[config.mk]
export PLATFORM = sky130hd
export DESIGN_NAME = micro_mult_seq_ctrl
export DESIGN_NICKNAME = d
export VERILOG_FILES = /design/src/rtl/micro_mult_seq_ctrl.sv
export SDC_FILE = /design/constraint.sdc
export NUM_CORES = 1
export LEC_CHECK = 0
export ABC_AREA = 1
export CAP_MARGIN = 20
export CELL_PAD_IN_SITES_DETAIL_PLACEMENT = 0
export CELL_PAD_IN_SITES_GLOBAL_PLACEMENT = 2
export CORE_MARGIN = 2
export CORE_UTILIZATION = 38
export CTS_CLUSTER_SIZE = 40
export DETAILED_ROUTE_END_ITERATION = 10
export DONT_BUFFER_PORTS = 1
export GPL_TIMING_DRIVEN = 1
export MAX_ROUTING_LAYER = met4
export PLACE_DENSITY_LB_ADDON = 0.15
export SLEW_MARGIN = 20
export SYNTH_ARGS = -nofsm -noshare
export SYNTH_HDL_FRONTEND = slang
export SYNTH_SLANG_ARGS = --single-unit
[constraint.sdc]
create_clock -name clk -period 2.25 [get_ports clk]
set_clock_uncertainty 0.05 [all_clocks]
set_input_delay 0.45 -clock clk [delete_from_list [all_inputs] [get_ports clk]]
set_output_delay 0.45 -clock clk [all_outputs]
set_load 0.005 [all_outputs]
[src/rtl/micro_mult_seq_ctrl.sv]
// Shift-and-add sequential multiplier controller.
// One WIDTH-bit adder reused over WIDTH RUN cycles; result held until ack.
module micro_mult_seq_ctrl #(
  parameter int WIDTH = 8
) (
  input  logic               clk,
  input  logic               rst_n,
  input  logic               ena,
  input  logic               start,
  input  logic [WIDTH-1:0]   op_a,
  input  logic [WIDTH-1:0]   op_b,
  input  logic               ack,
  output logic               busy,
  output logic               done,
  output logic [2*WIDTH-1:0] product
);

  localparam int CW = $clog2(WIDTH);

  typedef enum logic [1:0] {
    S_IDLE,
    S_RUN,
    S_DONE
  } state_t;

  state_t             r_state;
  logic [WIDTH-1:0]   r_a;
  logic [WIDTH-1:0]   r_m;
  logic [WIDTH-1:0]   r_acc;
  logic [CW-1:0]      r_cnt;
  logic               r_busy;
  logic               r_done;
  logic [2*WIDTH-1:0] r_product;

  logic [WIDTH:0]     w_sum;
  logic               w_last;

  // ACC's top bit only ever receives the zero shifted in, so it is
  // not stored; the adder carry lands in ACC[WIDTH-1] after the shift.
  assign w_sum  = {1'b0, r_acc}
                + (r_m[0] ? {1'b0, r_a} : '0);
  assign w_last = (r_cnt == CW'(WIDTH - 1));

  always_ff @(posedge clk or negedge rst_n) begin
    if (!rst_n) begin
      r_state   <= S_IDLE;
      r_a       <= '0;
      r_m       <= '0;
      r_acc     <= '0;
      r_cnt     <= '0;
      r_busy    <= 1'b0;
      r_done    <= 1'b0;
      r_product <= '0;
    end else if (ena) begin
      unique case (r_state)
        S_IDLE: begin
          if (start) begin
            r_a     <= op_a;
            r_m     <= op_b;
            r_acc   <= '0;
            r_cnt   <= '0;
            r_busy  <= 1'b1;
            r_state <= S_RUN;
          end
        end
        S_RUN: begin
          r_acc <= w_sum[WIDTH:1];
          r_m   <= {w_sum[0], r_m[WIDTH-1:1]};
          r_cnt <= r_cnt + CW'(1);
          if (w_last) begin
            r_product <= {w_sum, r_m[WIDTH-1:1]};
            r_busy    <= 1'b0;
            r_done    <= 1'b1;
            r_state   <= S_DONE;
          end
        end
        S_DONE: begin
          if (ack) begin
            r_done <= 1'b0;
            if (start) begin
              r_a     <= op_a;
              r_m     <= op_b;
              r_acc   <= '0;
              r_cnt   <= '0;
              r_busy  <= 1'b1;
              r_state <= S_RUN;
            end else begin
              r_state <= S_IDLE;
            end
          end
        end
        default: begin
          r_busy  <= 1'b0;
          r_done  <= 1'b0;
          r_state <= S_IDLE;
        end
      endcase
    end
  end

  assign busy    = r_busy;
  assign done    = r_done;
  assign product = r_product;

endmodule
# Yosys cells after proc, flatten, opt, wreduce, memory -nomap -nowiden
# Cells that the tools add are included.
# Widths: inputs -> output; s select.
# totals
out_inout_bits	18
ff_bits	47
word_cells	51
# classes
n_eq_ne	6
n_reduce_logical	9
muxes	25
bitwise_logic	1
add_sub_neg	2
# op_table
cell	count
$mux 8	7
$pmux 8 s3	2
$pmux 8 s2	1
$reduce_and 3->1	4
$add 8x8->9	1
$pmux 3 s3	1
$reduce_and 4->1	2
$mux 1	6
$mux 2	3
$mux 3	2
$ne 2x2->1 const B	3
$pmux 1 s3	2
$pmux 2 s3	1
$add 3x1->3 const B	1
$eq 3x3->1 const B	1
$reduce_bool 3->1	1
$eq 2x1->1 const B	1
$eq 2x2->1 const B	1
$logic_not 2->1	1
$reduce_bool 2->1	1
$not 1->1	1

# Longest topological paths before layout
# Gate-level depths: netlist of run 1.
# logic_depth
word_depth	3
depth_mapped	13

# Worst setup path after synthesis of run 1
# Ideal clock, no wire load.
# synth_timing
path_kind	flip-flop to flip-flop
start	reg r_m[0]
end	reg r_acc[7]
path_slack_ns	0.452
n_path_buf	1
path_stages_with_launch	14
arrival_ns	1.631
cell_sequence	dfrtp_1 > buf_2 > nand2_1 > inv_1 > ha_1 > fa_1 > nand2_1 > nand2_1 > nand3_1 > nand2_1 > nand2_1 > nand2_1 > nand2_1 > nand2_1
# synth_via
elab_chain_cells	3
# synth_lines
item	line	source
start: declaration	28	logic [WIDTH-1:0] r_m;
start signal: assignment	59	r_m <= op_b;
start signal: assignment	68	r_m <= {w_sum[0], r_m[WIDTH-1:1]};
start signal: assignment	82	r_m <= op_b;
$mux 8	41	+ (r_m[0] ? {1'b0, r_a} : '0);
$add 8x8->9	41	
$pmux 8 s3	55	unique case (r_state)
end signal: assignment	67	r_acc <= w_sum[WIDTH:1];
end: declaration	29	logic [WIDTH-1:0] r_acc;
# No other way between the ends.
# A chain may end at the register's enable or synchronous reset.

# Final worst setup path of run 1
# Ends and elaborated chain as after synthesis.

==> out/metrics.cfg, run 1 <==
[place]
dp.final_hpwl_mm = 3.64
placed_cell_area_um2 = 2500
gp_congestion = 0.818
port_buffers = 0

[clock_network]
cts_buffers = 5
clk_pin_slew_ps = 90
post-cts-setup-buffers = 0
postCtsHoldBufs = 2
cts_resized = 0
tritoncts = built
cts_max_path_buffers = 2
cts.sinks = 47
htree_num_levels = 2
worstSkewPairLatency_ps = 300
clockRootBuffer = clkbuf_8

[sta]
hold_violations = 0
period_minus_slack_ps = 1950
worst_pin_slew_ps = 419
relSlewSlack = 0.720
rsz0062_at_grt = no
setup_violations = 0
fmax_mhz = 513
min_period_over_period = 0.866
setup_tns_ps = 0
maxSlewViolCount = 0

[global_routing]
grt_usage = 0.157
first_global_vias = 1719
overflow = 0
antenna_found_initial = 0
grt_max_degree = 48
grt_pass1_wl_mm = 8.65

[final_layout]
antennaDiodeCount = 0
utilization = 0.418
syn2layout_area_growth_pct = 6.74
finish.net_count = 323
postLayoutCellArea_um2 = 2650
drive_above_1_share = 0.144
regArea_um2 = 1180
nFillCells = 644
multi_input_area_um2 = 1110

[floorplan]
start_util = 0.392
dieArea_um2 = 7210
die_w_um = 84.9
die_y_um = 84.9
core_um2 = 6350
rows = 29
pin_count = 39

[pwr]
irDropWorstVdd_mv = 0.527
p_sw_frac = 0.386
leakagePower_nw = 1.54
combPwrFrac = 0.339
p_per_area_nw_per_um2 = 1090
power.switching_mw = 1.12
p_clk_frac = 0.223
internal_power_mw = 1.78
pwr-share-seq = 0.438

[setup_path]
cp_max_fo = 9
cp.arrival_ps = 2100
cp-end-kind = flop
crit_required_ps = 2400
r2r-start = r_m[0]
worst-setup-path-type = flop to flop
start_kind = flop
startpoint = r_m[0]
ff2ff_path_depth = 12
r2r_slack_ps = 300
rr_endpoint = r_acc[7]

[job]
maxCapViolCount = 0

[synthesis]
synth_ff_type = dfrtp_1
yosysTopAreaCellShare = 0.473
yosysWarnings = 0
ys_types = 25
synth_area_leaders = dfrtp_1, nand2_1, nand3_1
yosys.area.top_type = dfrtp_1
synth_common_cells = nand2_1, dfrtp_1, nand3_1
yosys.cell_count.top_type = nand2_1
async_flop_share = 1.00
syn_nets = 321
synth_area_per_cell_um2 = 8.60
ys_seq_area_frac = 0.473
synthCells = 289
ys_ff_latch = 47
synth_edf_count = 0
syn_area_um2 = 2490

[worst_hold_path]
hold_class = primary input to flop
hp-start = op_a[1]
worst_hold_path.endpoint = r_a[1]
holdPathStages = 2

[outcome]
outcome = finished clean

[routing]
viasPerCell = 4.73
first_pass_iters = 4
via_count = 1744
drc = 0
totalWireLength_mm = 5.13
avgRoutedWirePerCell_um = 13.9
antenna_left = 0
drt_iter0_drc = 69

-- layout make-up --
| class | instances | area share |
|---|---|---|
| Clock buffer | 5 | 0.0259 |
| Clock inverter | 3 | 0.0179 |
| Inverter | 28 | 0.0415 |
| Multi-Input combinational cell | 206 | 0.418 |
| Sequential cell | 47 | 0.443 |
| Tap cell | 77 | 0.0363 |
| Timing Repair Buffer | 3 | 0.0170 |
-- cell families after synthesis --
family / synth area share
AO/OA/AOI/OAI: 0.0664
XOR/XNOR: 0.00352
adder cells (fa/ha/maj): 0.0584
buffers and inverters: 0.0805
flip-flops: 0.473
multiplexers: 0.0282
AND/OR/NAND/NOR: 0.290
-- per-layer routing --
layer	part of all wire	GRT usage	routed length (um)
met5	0	-	0
met4	0.0041	0.0346	21
met2	0.42	0.220	2160
met3	0.039	0.0350	200
met1	0.54	0.234	2750
-- worst max-delay path, stage by stage (launching register included) --
cell     delay (ps)
dfrtp_1         480
nand2_1         110
inv_1            50
ha_1            200
fa_1            400
nand2_1          80
nand2_1          80
nand3_1         100
nand2_1          70
nand2_1          60
nand2_1          60
nand2_1          60
nand2_1          50
-- flip-flops by register name (all words and copies together), names as in the netlist --
signal,cells
product,16
r_a,8
r_acc,8
r_m,8
r_cnt,3
r_state,2
busy,1
done,1
-- cells in the final DEF (no fill, tap or decap) --
cell type	instances
nand2_2	11
nand3_1	26
fa_1	1
inv_2	4
a21oi_1	4
inv_1	23
bufinv_16	1
inv_6	2
nand3b_1	2
a21o_1	1
a21oi_4	1
clkbuf_8	5
or2_2	1
clkinv_4	1
mux2i_1	7
nor2_8	1
dlygate4sd3_1	1
nor2_1	4
xnor2_1	1
ha_1	10
o21ai_2	11
nand2_4	2
dfrtp_1	47
buf_16	1
nand2_1	118
buf_4	1
o21ai_0	5
-- through the flow --
step	setup WS [ps]	hold slack [ps]	total power, mW	instances
after floorplan	452	104	2.09	289
after global placement	346	106	2.24	359
after detailed placement	297	105	2.25	359
after CTS	283	224	2.94	369
after global routing	95.2	225	3.14	369
final	301	237	2.89	369
-- worst max-delay path by stage --
stage | to | slack [ps]
floorplan | r_acc[7] | 450
global route | r_acc[7] | 100
finish | r_acc[7] | 300
detailed placement | r_acc[7] | 300
CTS | r_acc[7] | 280
global placement | r_acc[7] | 350
-- power groups by stage --
stage	Combinational (mW)	Sequential (mW)	Clock, mW
global route	1.14	1.30	0.700
detailed placement	0.969	1.28	0
finish	0.979	1.27	0.645
CTS	0.997	1.27	0.675
global placement	0.956	1.28	0
floorplan	0.872	1.22	0
Power figures use the tool's default switching activity.
==> run 2, diff against run 1 <==
--- a/config.mk
+++ b/config.mk
@@ -10,7 +10,7 @@
 export CELL_PAD_IN_SITES_DETAIL_PLACEMENT = 0
 export CELL_PAD_IN_SITES_GLOBAL_PLACEMENT = 2
 export CORE_MARGIN = 2
-export CORE_UTILIZATION = 38
+export CORE_UTILIZATION = 34
 export CTS_CLUSTER_SIZE = 40
 export DETAILED_ROUTE_END_ITERATION = 10
 export DONT_BUFFER_PORTS = 1
==> constraint.sdc (replaced) <==
create_clock -name clk -period 1.78 [get_ports clk]
set_clock_uncertainty 0.05 [all_clocks]
set_input_delay 0.356 -clock clk [delete_from_list [all_inputs] [get_ports clk]]
set_output_delay 0.356 -clock clk [all_outputs]
set_load 0.005 [all_outputs]
==> run 2 against run 1 <==
  * Global-route usage down 0.76 points
  * Via count is 3.2% higher
  * Non-clock buffer count up 11
  * Largest power group unchanged
  * Worst hold slack worse by 110 ps
  * Register-to-register slack got worse by 260 ps
  * Core utilization fell by 1.1 points
  * Sequential share of layout area shrank 4.1 points
  * Die area up 11%
  * Final area is 10% higher
  * Cell count increased by 8.9%
  * Flip-flop and latch count unchanged
==> out/metrics.cfg, run 2 (synthesis gave the netlist of run 1 again) <==
[outcome]
outcome = finished clean

[clock_network]
cts_max_path_buffers = 2  ; unchanged
clockRootBuffer = clkbuf_8
htree_num_levels = 2  ; unchanged
cts_buffers = 5  ; unchanged
worstSkewPairLatency_ps = 310  ; about the same
cts.sinks = 47  ; unchanged
clk_pin_slew_ps = 90  ; about the same
tritoncts = built

[pwr]
irDropWorstVdd_mv = 0.565  ; +7.1%
p_per_area_nw_per_um2 = 1410  ; +29%
leakagePower_nw = 1.60  ; +3.9%

[global_routing]
grt_usage = 0.150  ; -0.00763
overflow = 0  ; unchanged
first_global_vias = 1788  ; +4.0%
grt_pass1_wl_mm = 8.71  ; +0.72%
antenna_found_initial = 0  ; unchanged
grt_max_degree = 48  ; unchanged

[setup_path]
worst-setup-path-type = flop to flop
cp_slowest_cell = dfrtp_1
cp_max_fo = 5  ; -4
crit_required_ps = 1930  ; -470 ps
crit_chain = nand2_1 -> inv_1 -> ha_2 -> fa_2 -> nand2_2 -> nand2_2 -> nand3_2 -> nand2_2 -> nand2_2 -> nand2_2 -> nand2_1 -> nand2_1
critical_path.top_delay_family = simple AND/OR/NAND/NOR gates
crit_top_cell = nand2_2
cp-end-kind = flop
cp.arrival_ps = 1900  ; -200 ps
max_stage_delay_ps = 440  ; -40 ps
start_kind = flop
path_buf_inv = 1  ; unchanged

[routing]
totalWireLength_mm = 5.37  ; +4.8%
first_pass_iters = 4  ; unchanged
antenna_left = 0  ; unchanged
drc = 0  ; unchanged
avgRoutedWirePerCell_um = 13.4  ; -3.8%
drt_iter0_drc = 52  ; -25%
via_count = 1799  ; +3.2%
viasPerCell = 4.48  ; -5.3%

[final_layout]
mostFrequentLayoutCells = nand2_1, dfrtp_1, inv_1
fin_cells = 402  ; +8.9%
finish.net_count = 334  ; +3.4%
largest_register_ffs = 16  ; unchanged
final_common_cell = nand2_1
syn2layout_area_growth_pct = 17.5
antennaDiodeCount = 0  ; unchanged
postLayoutCellArea_um2 = 2920  ; +10%
drive_above_1_share = 0.248  ; +0.104

[floorplan]
rows = 31  ; +6.9%
pin_count = 39  ; unchanged
core_um2 = 7180  ; +13%
die_w_um = 89.5  ; +5.4%
start_util = 0.346  ; -0.0451
dieArea_um2 = 8010  ; +11%
die_y_um = 89.5  ; +5.4%

[sta]
relSlewSlack = 0.757  ; +0.0367
hold_violations = 0  ; unchanged
maxSlewViolCount = 0  ; unchanged
worst_pin_slew_ps = 365  ; -53.9 ps
min_period_over_period = 0.979  ; +0.112
period_minus_slack_ps = 1740  ; -207 ps
setup_violations = 0  ; unchanged
whs_ps = 130  ; -108 ps
setup_tns_ps = 0  ; unchanged
rsz0062_at_grt = yes
fmax_mhz = 574  ; +12%

[place]
placed_cell_area_um2 = 2600  ; +4.1%
gp_congestion = 0.807  ; -1.3%
port_buffers = 0  ; unchanged
dp.final_hpwl_mm = 3.67  ; +0.96%
dp_cells = 389  ; +8.4%

[worst_hold_path]
hold_class = primary input to flop

[job]
maxCapViolCount = 0  ; unchanged

run 2: cell count changes in the layout (fill, tap and decap cells not counted), moves of 5 or more:
cell,change
ha_4,+5
buf_4,+9
nand2_1,-8
nand2_2,+8
nand3_2,+5
nand3_1,-5
ha_1,-6
run 2: path summary, 6_finish.rpt:
path	from	endpoint	slack, ps	depth (start not counted)
max	r_m[0]	product[15]	40	12
min	op_a[2]	r_a[2]	130	2
max reg2reg	r_m[0]	product[15]	40	12
min reg2reg	r_a[7]	r_a[7]	430	2
max in group asynchronous	rst_n	r_a[7]	940	2
min in group asynchronous	rst_n	product[8]	520	2
run 2: per-stage QoR:
step,power (mW),setup slack (ps),util
global route,4.45,-64.2,0.407
global placement,2.98,7.63,0.363
CTS,3.99,-11.1,0.390
detailed placement,2.97,-31.9,0.363
finish,4.12,38.1,0.407
floorplan,2.65,31.7,-
run 2: power breakdown:
group / switching [mW] / leakage (nW) / internal (mW)
Sequential: 0.255 / 0.622 / 1.35
Clock: 0.387 / 0.0644 / 0.560
Combinational: 0.869 / 0.916 / 0.693
Total: 1.51 / 1.60 / 2.61
run 2: routing by layer:
layer	vias to the layer above	wire length, um	track usage
li1	939	-	-
met3	7	267	0.0305
met2	42	2320	0.224
met4	0	80	0.0529
met1	811	2710	0.200
met5	-	0	-
run 2: timing repair:
action,4_1_cts,5_1_grt
endpoints found under the hold margin,47,0
setup buffers,0,3
pin swaps,4,12
hold buffers,2,0
setup endpoints to repair,5,21
cloned,0,0
resized for setup,6,17
run 2: layout make-up:
class                           count  area [um^2]
Tap cell                           99          124
Multi-Input combinational cell    206         1230
Fill cell                         768         4250
Clock inverter                      3         67.6
Clock buffer                        5         68.8
Sequential cell                    47         1180
Inverter                           28          110
Timing Repair Buffer               14          144
